### src/rtl/wbarb.sv
// Writeback arbiter: one-entry hold buffer per execute unit, round-robin grant
// onto a single registered writeback bus, with flush and async reset.
module wbarb #(
  parameter int unsigned N_REQ = 4
) (
  input  logic                 clk,
  input  logic                 rst,
  input  logic [N_REQ-1:0]     req_valid,
  input  logic [N_REQ-1:0]     req_error,
  input  logic [7*N_REQ-1:0]   req_robid,
  input  logic [6*N_REQ-1:0]   req_rd,
  input  logic [32*N_REQ-1:0]  req_result,
  output logic [N_REQ-1:0]     wbarb_stall,
  input  logic                 rob_flush,
  output logic                 wb_valid,
  output logic                 wb_error,
  output logic [6:0]           wb_robid,
  output logic [5:0]           wb_rd,
  output logic [31:0]          wb_result
);

  localparam int unsigned ROB_W  = 7;
  localparam int unsigned RD_W   = 6;
  localparam int unsigned DATA_W = 32;
  localparam int unsigned PTR_W  = (N_REQ > 1) ? $clog2(N_REQ) : 1;
  localparam int unsigned SCAN_W = PTR_W + 1;

  typedef struct packed {
    logic              error;
    logic [ROB_W-1:0]  robid;
    logic [RD_W-1:0]   rd;
    logic [DATA_W-1:0] result;
  } wb_entry_t;

  wb_entry_t          req_entry  [N_REQ];
  wb_entry_t          hold_entry [N_REQ];
  logic [N_REQ-1:0]   hold_valid;
  logic [PTR_W-1:0]   rr_ptr;
  logic [N_REQ-1:0]   grant;
  logic [PTR_W-1:0]   grant_idx;
  logic               grant_any;
  logic [SCAN_W-1:0]  scan_idx;
  logic [N_REQ-1:0]   accept;

  // Slice the flat request buses into per-unit entries
  always_comb begin
    for (int unsigned i = 0; i < N_REQ; i++) begin
      req_entry[i].error  = req_error[i];
      req_entry[i].robid  = req_robid[ROB_W*i +: ROB_W];
      req_entry[i].rd     = req_rd[RD_W*i +: RD_W];
      req_entry[i].result = req_result[DATA_W*i +: DATA_W];
    end
  end

  // Round-robin search upward from rr_ptr, wrapping at N_REQ-1
  always_comb begin
    grant     = '0;
    grant_idx = '0;
    grant_any = 1'b0;
    scan_idx  = '0;
    for (int unsigned k = 0; k < N_REQ; k++) begin
      scan_idx = SCAN_W'(rr_ptr) + SCAN_W'(k);
      if (scan_idx >= SCAN_W'(N_REQ)) begin
        scan_idx = scan_idx - SCAN_W'(N_REQ);
      end
      if (!grant_any && hold_valid[scan_idx[PTR_W-1:0]]) begin
        grant_any                   = 1'b1;
        grant_idx                   = scan_idx[PTR_W-1:0];
        grant[scan_idx[PTR_W-1:0]]  = 1'b1;
      end
    end
  end

  // A granted unit drains this cycle, so it can take a new entry
  always_comb begin
    wbarb_stall = '0;
    if (rst && !rob_flush) begin
      wbarb_stall = hold_valid & ~grant;
    end
    accept = rob_flush ? '0 : (req_valid & ~wbarb_stall);
  end

  always_ff @(posedge clk or negedge rst) begin
    if (!rst) begin
      hold_valid <= '0;
      rr_ptr     <= '0;
      wb_valid   <= 1'b0;
      wb_error   <= 1'b0;
      wb_robid   <= '0;
      wb_rd      <= '0;
      wb_result  <= '0;
    end else if (rob_flush) begin
      hold_valid <= '0;
      wb_valid   <= 1'b0;
    end else begin
      wb_valid   <= grant_any;
      hold_valid <= (hold_valid & ~grant) | accept;
      if (grant_any) begin
        wb_error  <= hold_entry[grant_idx].error;
        wb_robid  <= hold_entry[grant_idx].robid;
        wb_rd     <= hold_entry[grant_idx].rd;
        wb_result <= hold_entry[grant_idx].result;
        rr_ptr    <= (grant_idx == PTR_W'(N_REQ - 1)) ? '0 : grant_idx + PTR_W'(1);
      end
    end
  end

  // Payload storage is qualified by hold_valid, so it needs no reset
  always_ff @(posedge clk) begin
    for (int unsigned i = 0; i < N_REQ; i++) begin
      if (accept[i]) begin
        hold_entry[i] <= req_entry[i];
      end
    end
  end

endmodule

### config.mk
export PLATFORM = sky130hd
export DESIGN_NAME = wbarb
export DESIGN_NICKNAME = d
export VERILOG_FILES = /design/src/rtl/wbarb.sv
export SDC_FILE = /design/constraint.sdc
export NUM_CORES = 1
export LEC_CHECK = 0
export ABC_AREA = 1
export CAP_MARGIN = 20
export CORE_ASPECT_RATIO = 2
export CORE_MARGIN = 2
export CORE_UTILIZATION = 40
export DETAILED_ROUTE_END_ITERATION = 10
export PLACE_DENSITY = 0.65
export SLEW_MARGIN = 20
export SYNTH_ARGS = -nofsm -noshare
export SYNTH_HDL_FRONTEND = slang
export SYNTH_SLANG_ARGS = --single-unit
### constraint.sdc
create_clock -name clk -period 5 [get_ports clk]
set_input_delay 0.5 -clock clk [delete_from_list [all_inputs] [get_ports clk]]
set_output_delay 0.5 -clock clk [all_outputs]
set_load 0.01 [all_outputs]
==> results of run 1 <==
[worst max-delay path, stage by stage, from the launching register on]
cell and delay, ps:
dfrtp_1 530, inv_2 190, ha_1 390, inv_1 100, nand3_1 110, nand2_1 90
nor3_1 410, a21oi_1 150, o211ai_1 130, inv_1 90, clkdlybuf4s50_1 480
[kinds of logic (layout without fill, tap and decap cells)]
kind of cell	Yosys count	after routing	synth area share (%)
compound gates	24	24	1.39
fa+ha+maj	6	6	0.785
simple gates	481	481	22.5
flops	237	237	71.7
buf+inv	79	323	3.66
[cell type report]
cell class,instances,area (um^2)
fill,2024,10700
sequential,237,6850
timing repair buffer,252,2490
multi-input combinational,511,2390
clock buffer,32,639
tap,287,359
inverter,30,113
clock inverter,9,97.6
[cell usage in the layout (no fill, tap or decap), types with 3 or more instances in the layout]
master and instances:
dfrtp_1 53, clkbuf_16 23, o21ai_0 4, clkbuf_8 3, clkinv_2 3, clkdlybuf4s50_1 240, clkbuf_1 6, inv_1 23
edfxtp_1 184, ha_1 6, a21oi_1 13, inv_2 7, nand2_2 4, nand3_1 242, buf_4 11, nand2_1 220
o211ai_1 4, nor2_1 6
[sequential cells by signal, summed over array words and instances, names as in the netlist, named ones only]
name	cells
wb_rd	6
wb_robid	7
hold_entry	184
hold_valid	4
wb_valid	1
rr_ptr	1
wb_error	1
wb_result	32
[routing by layer]
layer,track usage [%],wire [um],share of wire [%]
met1,27.0,10400,40
met2,32.9,12200,47
met3,5.05,2580,9.9
met4,7.32,754,2.9
met5,0,0,0
[worst min-delay path by stage]
stage	from	end	slack [ps]	depth (start not counted)
floorplan	rst	asynchronous set/reset pin	200	0
global placement	wb_result[19]	wb_result[19]	460	2
detailed placement	wb_result[14]	wb_result[14]	460	2
CTS	rst	asynchronous set/reset pin	190	2
global route	rst	asynchronous set/reset pin	240	2
finish	rst	hold_valid[2]	180	2
[power by group through the flow]
stage | Combinational (mW) | Clock [mW] | Sequential [mW]
floorplan | 2.98 | 0 | 2.74
global placement | 4.37 | 0 | 2.69
detailed placement | 4.48 | 0 | 2.69
CTS | 4.49 | 1.76 | 2.66
global route | 4.97 | 1.82 | 2.69
finish | 4.44 | 1.72 | 2.66
==> flow_metrics.tcl, run 1 <==
set metrics [dict create \
    antenna_left 0 \
    post-route-period-util_pct 73.6 \
    switching_share_pct 43.1 \
    async_reset_ff_share_pct 22.4 \
    outcome "finished clean" \
    final.setup.tns_ps 0 \
    cts_tree "yes" \
    final_util_pct 54.8 \
    yosys-top-cells-count "nand3_1 (242), nand2_1 (222), edfxtp_1 (184)" \
    setup_ws_ps 1320 \
    p_int_mw 5.02 \
    synth_area_um2 9560 \
    power_density_nw_per_um2 682 \
    ys_warn_count 0 \
    clock.fmax_mhz 272 \
    pwr-share-seq_pct 30.2 \
    drcViolationCount 0 \
    peakVddDrop_mv 0.732 \
    grt_pass1_vias 7441 \
    r2r-end "wb_result[11]" \
    ys_types 22 \
    synth_most_common_cell "nand3_1" \
    power.total_mw 8.82 \
    comb_power_share_pct 50.4 \
    max_slew_margin_pct 28.5 \
    hold_path.class "input port to asynchronous set/reset pin" \
    n_antenna_cell 0 \
    cts_resized 0 \
    placed_cell_area_um2 12200 \
    vias 7134 \
    synthesis.instances 827 \
    power_frac_clock_pct 19.5 \
    postCtsSetupRepairBufs 0 \
    hpwl_um 16200 \
    finClkSkew_ps 14.3 \
    leakagePower_nw 5.08 \
    yosysTopAreaCellShare_pct 57.8 \
    critPathLaunchType "flip-flop" \
    r2r_cells 12 \
    cts_sinks 237 \
    grt-ovfl-total 0 \
    arrival_ps 3180 \
    clk_latency_ps 510 \
    drt_first_pass_iters 4 \
    areaGrowthSynthToFinish_pct 35.4 \
    yosysTopAreaCell "edfxtp_1" \
    crit_path_end "wbarb_stall[3]" \
    cap_violations 0 \
    ff2ff_setup_slack_ps 1330 \
    worstSetupPathType "flip-flop to output port" \
    core_area_um2 23600 \
    rsz0062_at_grt "false" \
    dp_slack_ps 1360 \
    fp-row-count 80 \
    grt_pass1_wl_um 40100 \
    synth_nets 1024 \
    ios 242 \
    via_per_inst 5.25 \
    holdWs_ps 177 \
    wire_per_inst_um 19.1 \
    finalMaxSlewViolations 0 \
    cts_made_buffers 23 \
    place_congestion 0.915 \
    worstPathMaxFanout 11 \
    worst_pin_slew_ps 1070 \
    final_cells 1358 \
    clk_pin_slew_ps 70 \
    layout-drive-gt1-share_pct 5.98 \
    die_area_um2 25200 \
    critPathRequiredTime_ps 4500 \
    dp_cells 1317 \
    cts-root-buf "clkbuf_16" \
    io_buffers 241 \
    ys.flop_type "edfxtp_1" \
    crit_path_end_kind "output port" \
    htree_levels 1 \
    die_w_um 113 \
    dieHeight_um 223 \
    setup_viol 0 \
    synthTopCellsByArea "edfxtp_1 (58%), dfrtp_1 (14%), nand3_1 (13%)" \
    antenna_found_initial 0 \
    grt_use_total_pct 20.5 \
    cts_buffer_depth 3 \
    avgSynthCellArea_um2 11.6 \
    wl_um 26000 \
    final_hold_viol_count 0 \
    final_area_um2 12900 \
    hold_buffers 0 \
    min_period_ps 3680 \
    fin_nets 1252 \
    grt_max_degree 95 \
    dr.first_iter.drc_count 615 \
    initial_core_util_pct 40.5 \
    ys_seq_elements 237 \
    power.switching_mw 3.80 \
    ys_seq_area_share_pct 71.7 \
    synth_edf_count 184 \
]
No activity file was read; power rests on OpenSTA's default activity.
==> inputs of run 2 (changes only) <==
- PLACE_DENSITY: 0.65 -> 0.68
- clock period: 5 -> 3.1 ns (I/O delays scaled with it)
==> run 2 against run 1 <==
Largest power group unchanged. Highest routed layer unchanged. Setup slack worse by 1200 ps. Register-to-register slack worse by 790 ps. Routed wire length is 0.12% lower. Final area is 3.1% higher. Critical endpoint is now wbarb_stall[1]. Worst hold slack worse by 200 ps. Via count is 2.1% higher. Global-route usage hardly changed. The run now ends with hold timing left.
==> flow_metrics.tcl, run 2 (synthesis gave the netlist of run 1 again) <==
set metrics [dict create \
    min_period_ps 2990 \
    placed_cell_area_um2 12400 \
    final_hold_viol_count 35 \
    crit_path_end_kind "output port" \
    switching_share_pct 41.9 \
    fin_nets 1267 \
    vias 7282 \
    layout-drive-gt1-share_pct 8.75 \
    post-route-period-util_pct 96.4 \
    failed_checks "hold timing" \
    die_w_um 113 \
    top_regs "hold_entry (184), wb_result (32), wb_robid (7)" \
    r2r_cells 14 \
    finalMaxSlewViolations 0 \
    cts_tree "yes" \
    wire_per_inst_um 18.9 \
    max_slew_margin_pct 48.1 \
    power.switching_mw 6.33 \
    n_antenna_cell 0 \
    antenna_left 0 \
    clk_latency_ps 500 \
    cts_made_buffers 22 \
    core_area_um2 23600 \
    holdWs_ps -25.4 \
    clk_pin_slew_ps 70 \
    io_buffers 241 \
    regArea_um2 6850 \
    areaGrowthSynthToFinish_pct 39.5 \
    cts_sinks 237 \
    clock.fmax_mhz 335 \
    cts_buffer_depth 3 \
    cts-root-buf "clkbuf_16" \
    worstPathMaxFanout 9 \
    grt_pass1_wl_um 40500 \
    cap_violations 0 \
    layout_common_cells "nand3_1 (242), clkdlybuf4s50_1 (240), nand2_1 (217)" \
    initial_core_util_pct 40.5 \
    grt-ovfl-total 0 \
    dp_slack_ps 140 \
    multi_input_area_um2 2460 \
    ff2ff_setup_slack_ps 540 \
    fp-row-count 80 \
    htree_levels 1 \
    finClkSkew_ps 6.55 \
    worst_pin_slew_ps 779 \
    grt_max_degree 72 \
    final.setup.tns_ps 0 \
    worstSetupPathType "flip-flop to output port" \
    arrival_ps 2680 \
    power_frac_clock_pct 19.2 \
    hold_path.class "input port to asynchronous set/reset pin" \
    setup_viol 0 \
    hpwl_um 17100 \
    peakVddDrop_mv 1.07 \
    pwr-share-seq_pct 28.4 \
    ios 242 \
    die_area_um2 25200 \
    outcome "finished with violations" \
    drt_first_pass_iters 5 \
    p_int_mw 8.77 \
    via_per_inst 5.30 \
    grt_use_total_pct 20.5 \
    antenna_found_initial 0 \
    final_area_um2 13300 \
    critPathLaunchType "flip-flop" \
    critPathRequiredTime_ps 2790 \
    dr.first_iter.drc_count 582 \
    mostFrequentLayoutCell "nand3_1" \
    leakagePower_nw 5.22 \
    top_register "hold_entry" \
    dieHeight_um 223 \
    power_density_nw_per_um2 1130 \
    r2r-end "wb_result[24]" \
    nFillCells 1956 \
    comb_power_share_pct 52.4 \
    largest_reg_flops 184 \
    place_congestion 0.904 \
    grt_pass1_vias 7634 \
    wl_um 26000 \
    drcViolationCount 0 \
    setup_ws_ps 111 \
]
## run 2: cell types whose count changed in the layout (fill, tap and decap cells not counted), moves of 3 or more
cell / delta
nand2_1: -3
a21oi_1: -3
a21oi_2: +3
buf_12: +12
buf_4: +4
clkbuf_1: -4
clkinvlp_4: +3
inv_2: -4
## run 2: stage by stage
stage                     hold WS [ps]  std cells  utilization, %  power [mW]
after floorplan                   14.4        827               -        9.23
after global placement             462       1327            52.7        11.9
after detailed placement           469       1327            52.7        12.1
after CTS                        0.991       1370            56.2        15.1
after global routing              39.0       1373            56.5        16.2
final                            -25.4       1373            56.5        15.1
## run 2: area by class of cell
| cell class | count | area share [%] |
|---|---|---|
| multi-input cells | 511 | 18.4 |
| clock inverters | 14 | 1.33 |
| inverters | 30 | 1.01 |
| repair buffers | 268 | 20.7 |
| clock buffers | 26 | 4.47 |
| flip-flops and latches | 237 | 51.4 |
| well taps | 287 | 2.69 |
## run 2: repair_timing
| action | 4_1_cts | 5_1_grt |
|---|---|---|
| pin swaps | 0 | 4 |
| setup buffers | 3 | 3 |
| endpoints found under the setup margin | 4 | 4 |
| hold buffers | 0 | 0 |
| resized for setup | 10 | 10 |
## run 2: layer usage
metal,track usage (%),vias to the layer above,wire length (um)
li1,-,3387,-
met1,27.3,3441,10500
met2,34.3,397,12400
met3,3.44,57,2250
met4,6.29,0,742
met5,0,-,0
## run 2: worst max-delay path by stage
| stage | slack (ps) | cells after the start | end |
|---|---|---|---|
| 3_3_place_gp | 310 | 11 | hold_entry[3][5] |
| 5_1_grt | -50 | 11 | wbarb_stall[0] |
| 4_1_cts | 6 | 12 | wbarb_stall[2] |
| 2_1_floorplan | 290 | 12 | hold_entry[0][0] |
| 6_report | 110 | 11 | wbarb_stall[1] |
| 3_5_place_dp | 140 | 11 | hold_entry[3][10] |
## run 2: power by group through the flow
| stage | combinational, mW | clock (mW) | sequential (mW) |
|---|---|---|---|
| floorplan | 4.81 | 0 | 4.42 |
| global placement | 7.54 | 0 | 4.35 |
| detailed placement | 7.71 | 0 | 4.35 |
| CTS | 7.84 | 2.96 | 4.29 |
| global route | 8.81 | 3.07 | 4.34 |
| finish | 7.91 | 2.90 | 4.29 |
## run 2: critical path, stage by stage, from the launching register on
cell	delay, ps
dfrtp_2	440
buf_4	180
nand2_1	80
nand3_1	160
nand2_4	190
nor2_2	100
nand2_1	70
nand2_1	70
a21oi_2	140
o211ai_1	140
inv_1	70
clkdlybuf4s50_1	520
==> inputs of run 3 (changes only) <==
- PLACE_DENSITY: 0.68 -> 0.65
- clock period: 3.1 -> 3 ns (I/O delays scaled with it)
==> run 3 against run 2 <==
The run now ends clean. Non-clock buffer count unchanged. Global-route usage increased by 0.63 points. Routed wire length up 3.0%. First-iteration DRC count shrank 7.4%. Utilization grew 0.13 points. Critical path depth decreased by 1. Critical path type unchanged. Critical endpoint unchanged. Largest cell class unchanged. Largest power group unchanged. Highest routed layer is now met5.
==> flow_metrics.tcl, run 3 (synthesis gave the netlist of run 1 again) <==
set metrics [dict create \
    placed_cell_area_um2 12400 \
    io_buffers 241 \
    critPathRequiredTime_ps 2700 \
    min_period_ps 2960 \
    worst_pin_slew_ps 797 \
    hpwl_um 17200 \
    leakagePower_nw 5.26 \
    vias 7215 \
    nFillCells 2015 \
    via_per_inst 5.25 \
    comb_power_share_pct 51.2 \
    holdWs_ps 334 \
    fp-row-count 80 \
    cts-root-buf "clkbuf_16" \
    hold_path.class "input port to flip-flop" \
    p_int_mw 9.04 \
    finClkSkew_ps 12.7 \
    place_congestion 0.869 \
    crit_path_end_kind "output port" \
    grt_pass1_wl_um 41100 \
    antenna_left 0 \
    setup_viol 0 \
    mostFrequentLayoutCell "nand3_1" \
    antenna_found_initial 2 \
    max_slew_margin_pct 46.9 \
    areaGrowthSynthToFinish_pct 39.9 \
    largest_reg_flops 184 \
    critPathLaunchType "flip-flop" \
    n_antenna_cell 0 \
    die_w_um 113 \
    peakVddDrop_mv 0.898 \
    drcViolationCount 0 \
    cap_violations 0 \
    arrival_ps 2660 \
    dp_cells 1328 \
    power_density_nw_per_um2 1170 \
    cts_sinks 237 \
    ios 242 \
    clk_latency_ps 520 \
    cts_made_buffers 22 \
    layout_common_cells "nand3_1 (241), clkdlybuf4s50_1 (237), nand2_1 (217)" \
    dr.first_iter.drc_count 539 \
    outcome "finished clean" \
    post-route-period-util_pct 98.7 \
    final_cells 1373 \
    grt_use_total_pct 21.1 \
    dieHeight_um 223 \
    final.setup.tns_ps 0 \
    clock.fmax_mhz 338 \
    cts_buffer_depth 3 \
    fin_nets 1267 \
    grt_pass1_vias 7366 \
    die_area_um2 25200 \
    grt_max_degree 68 \
    worstPathMaxFanout 9 \
    core_area_um2 23600 \
    power_frac_clock_pct 20.4 \
    rsz0062_at_grt "true" \
    final_area_um2 13400 \
    worstSetupPathType "flip-flop to output port" \
    htree_levels 1 \
    wl_um 26700 \
    grt-ovfl-total 0 \
    final_hold_viol_count 0 \
    wire_per_inst_um 19.5 \
    drt_first_pass_iters 8 \
    top_regs "hold_entry (184), wb_result (32), wb_robid (7)" \
    power.switching_mw 6.54 \
    clk_pin_slew_ps 60 \
    finalMaxSlewViolations 0 \
    pwr-share-seq_pct 28.4 \
    switching_share_pct 42.0 \
    initial_core_util_pct 40.5 \
    layout-drive-gt1-share_pct 8.66 \
    top_register "hold_entry" \
    cts_tree "yes" \
]
run 3: cell types whose count changed in the layout (fill, tap and decap cells not counted), sizes merged, moves of 2 or more:
| cell | before | now |
|---|---|---|
| bufinv | 4 | 6 |
| dlymetal6s2s | 0 | 2 |
| clkinvlp | 5 | 9 |
| clkdlybuf4s50 | 240 | 237 |
| clkinv | 8 | 2 |
run 3: critical path, cell delays in order (launching register included):
cell and delay (ps):
dfrtp_2 390, inv_4 60, ha_1 320, inv_1 80, nand3_1 90, nand2_2 100
nor2_4 180, nand3_4 120, o211ai_1 240, inv_1 60, clkdlybuf4s50_1 480
run 3: cell type report:
class	instances	area [um^2]	share of cell area, %
clock buffers	27	601	4.49
clock inverters	13	228	1.70
inverters	30	130	0.973
multi-input cells	511	2440	18.3
flip-flops and latches	237	6850	51.3
well taps	287	359	2.69
repair buffers	268	2750	20.6
run 3: power by group through the flow:
stage	Sequential (mW)	Clock [mW]	Combinational [mW]
after floorplan	4.57	0	4.97
after global placement	4.49	0	7.72
after detailed placement	4.49	0	7.86
after CTS	4.43	3.25	8.00
after global routing	4.47	3.37	8.89
final	4.42	3.19	7.98
run 3: metrics by stage:
stage / total power, mW / utilization (%) / setup WS (ps)
global route: 16.7 / 56.6 / -101
CTS: 15.7 / 56.4 / 7.90
detailed placement: 12.4 / 52.7 / 226
global placement: 12.2 / 52.7 / 278
floorplan: 9.54 / - / 190
finish: 15.6 / 56.6 / 38.2
run 3: metal layers:
metal / track usage [%] / vias up / wire [um]
li1: - / 3387 / -
met1: 27.7 / 3428 / 10700
met2: 35.6 / 361 / 13000
met3: 4.58 / 35 / 2510
met4: 5.47 / 4 / 488
met5: 0 / - / 33
run 3: worst paths after layout:
path	slack, ps	cells after the start	startpoint	end
worst min register to register	480	2	wb_result[16]	wb_result[16]
worst min-delay path	330	1	req_rd[6]	hold_entry[1][32]
worst max register to register	400	12	rr_ptr[1]	hold_entry[0][15]
worst max-delay path	40	10	rr_ptr[1]	wbarb_stall[1]
max in group asynchronous	1930	3	rst	asynchronous set/reset pin
min in group asynchronous	520	3	rst	hold_valid[1]
run 3: what timing repair did:
item,4_1_cts,5_1_grt
pin swaps,1,3
hold buffers,1,0
hold endpoints to repair,3,0
buffers inserted,3,1
cloned,0,0
resized for setup,11,8
setup endpoints to repair,4,3
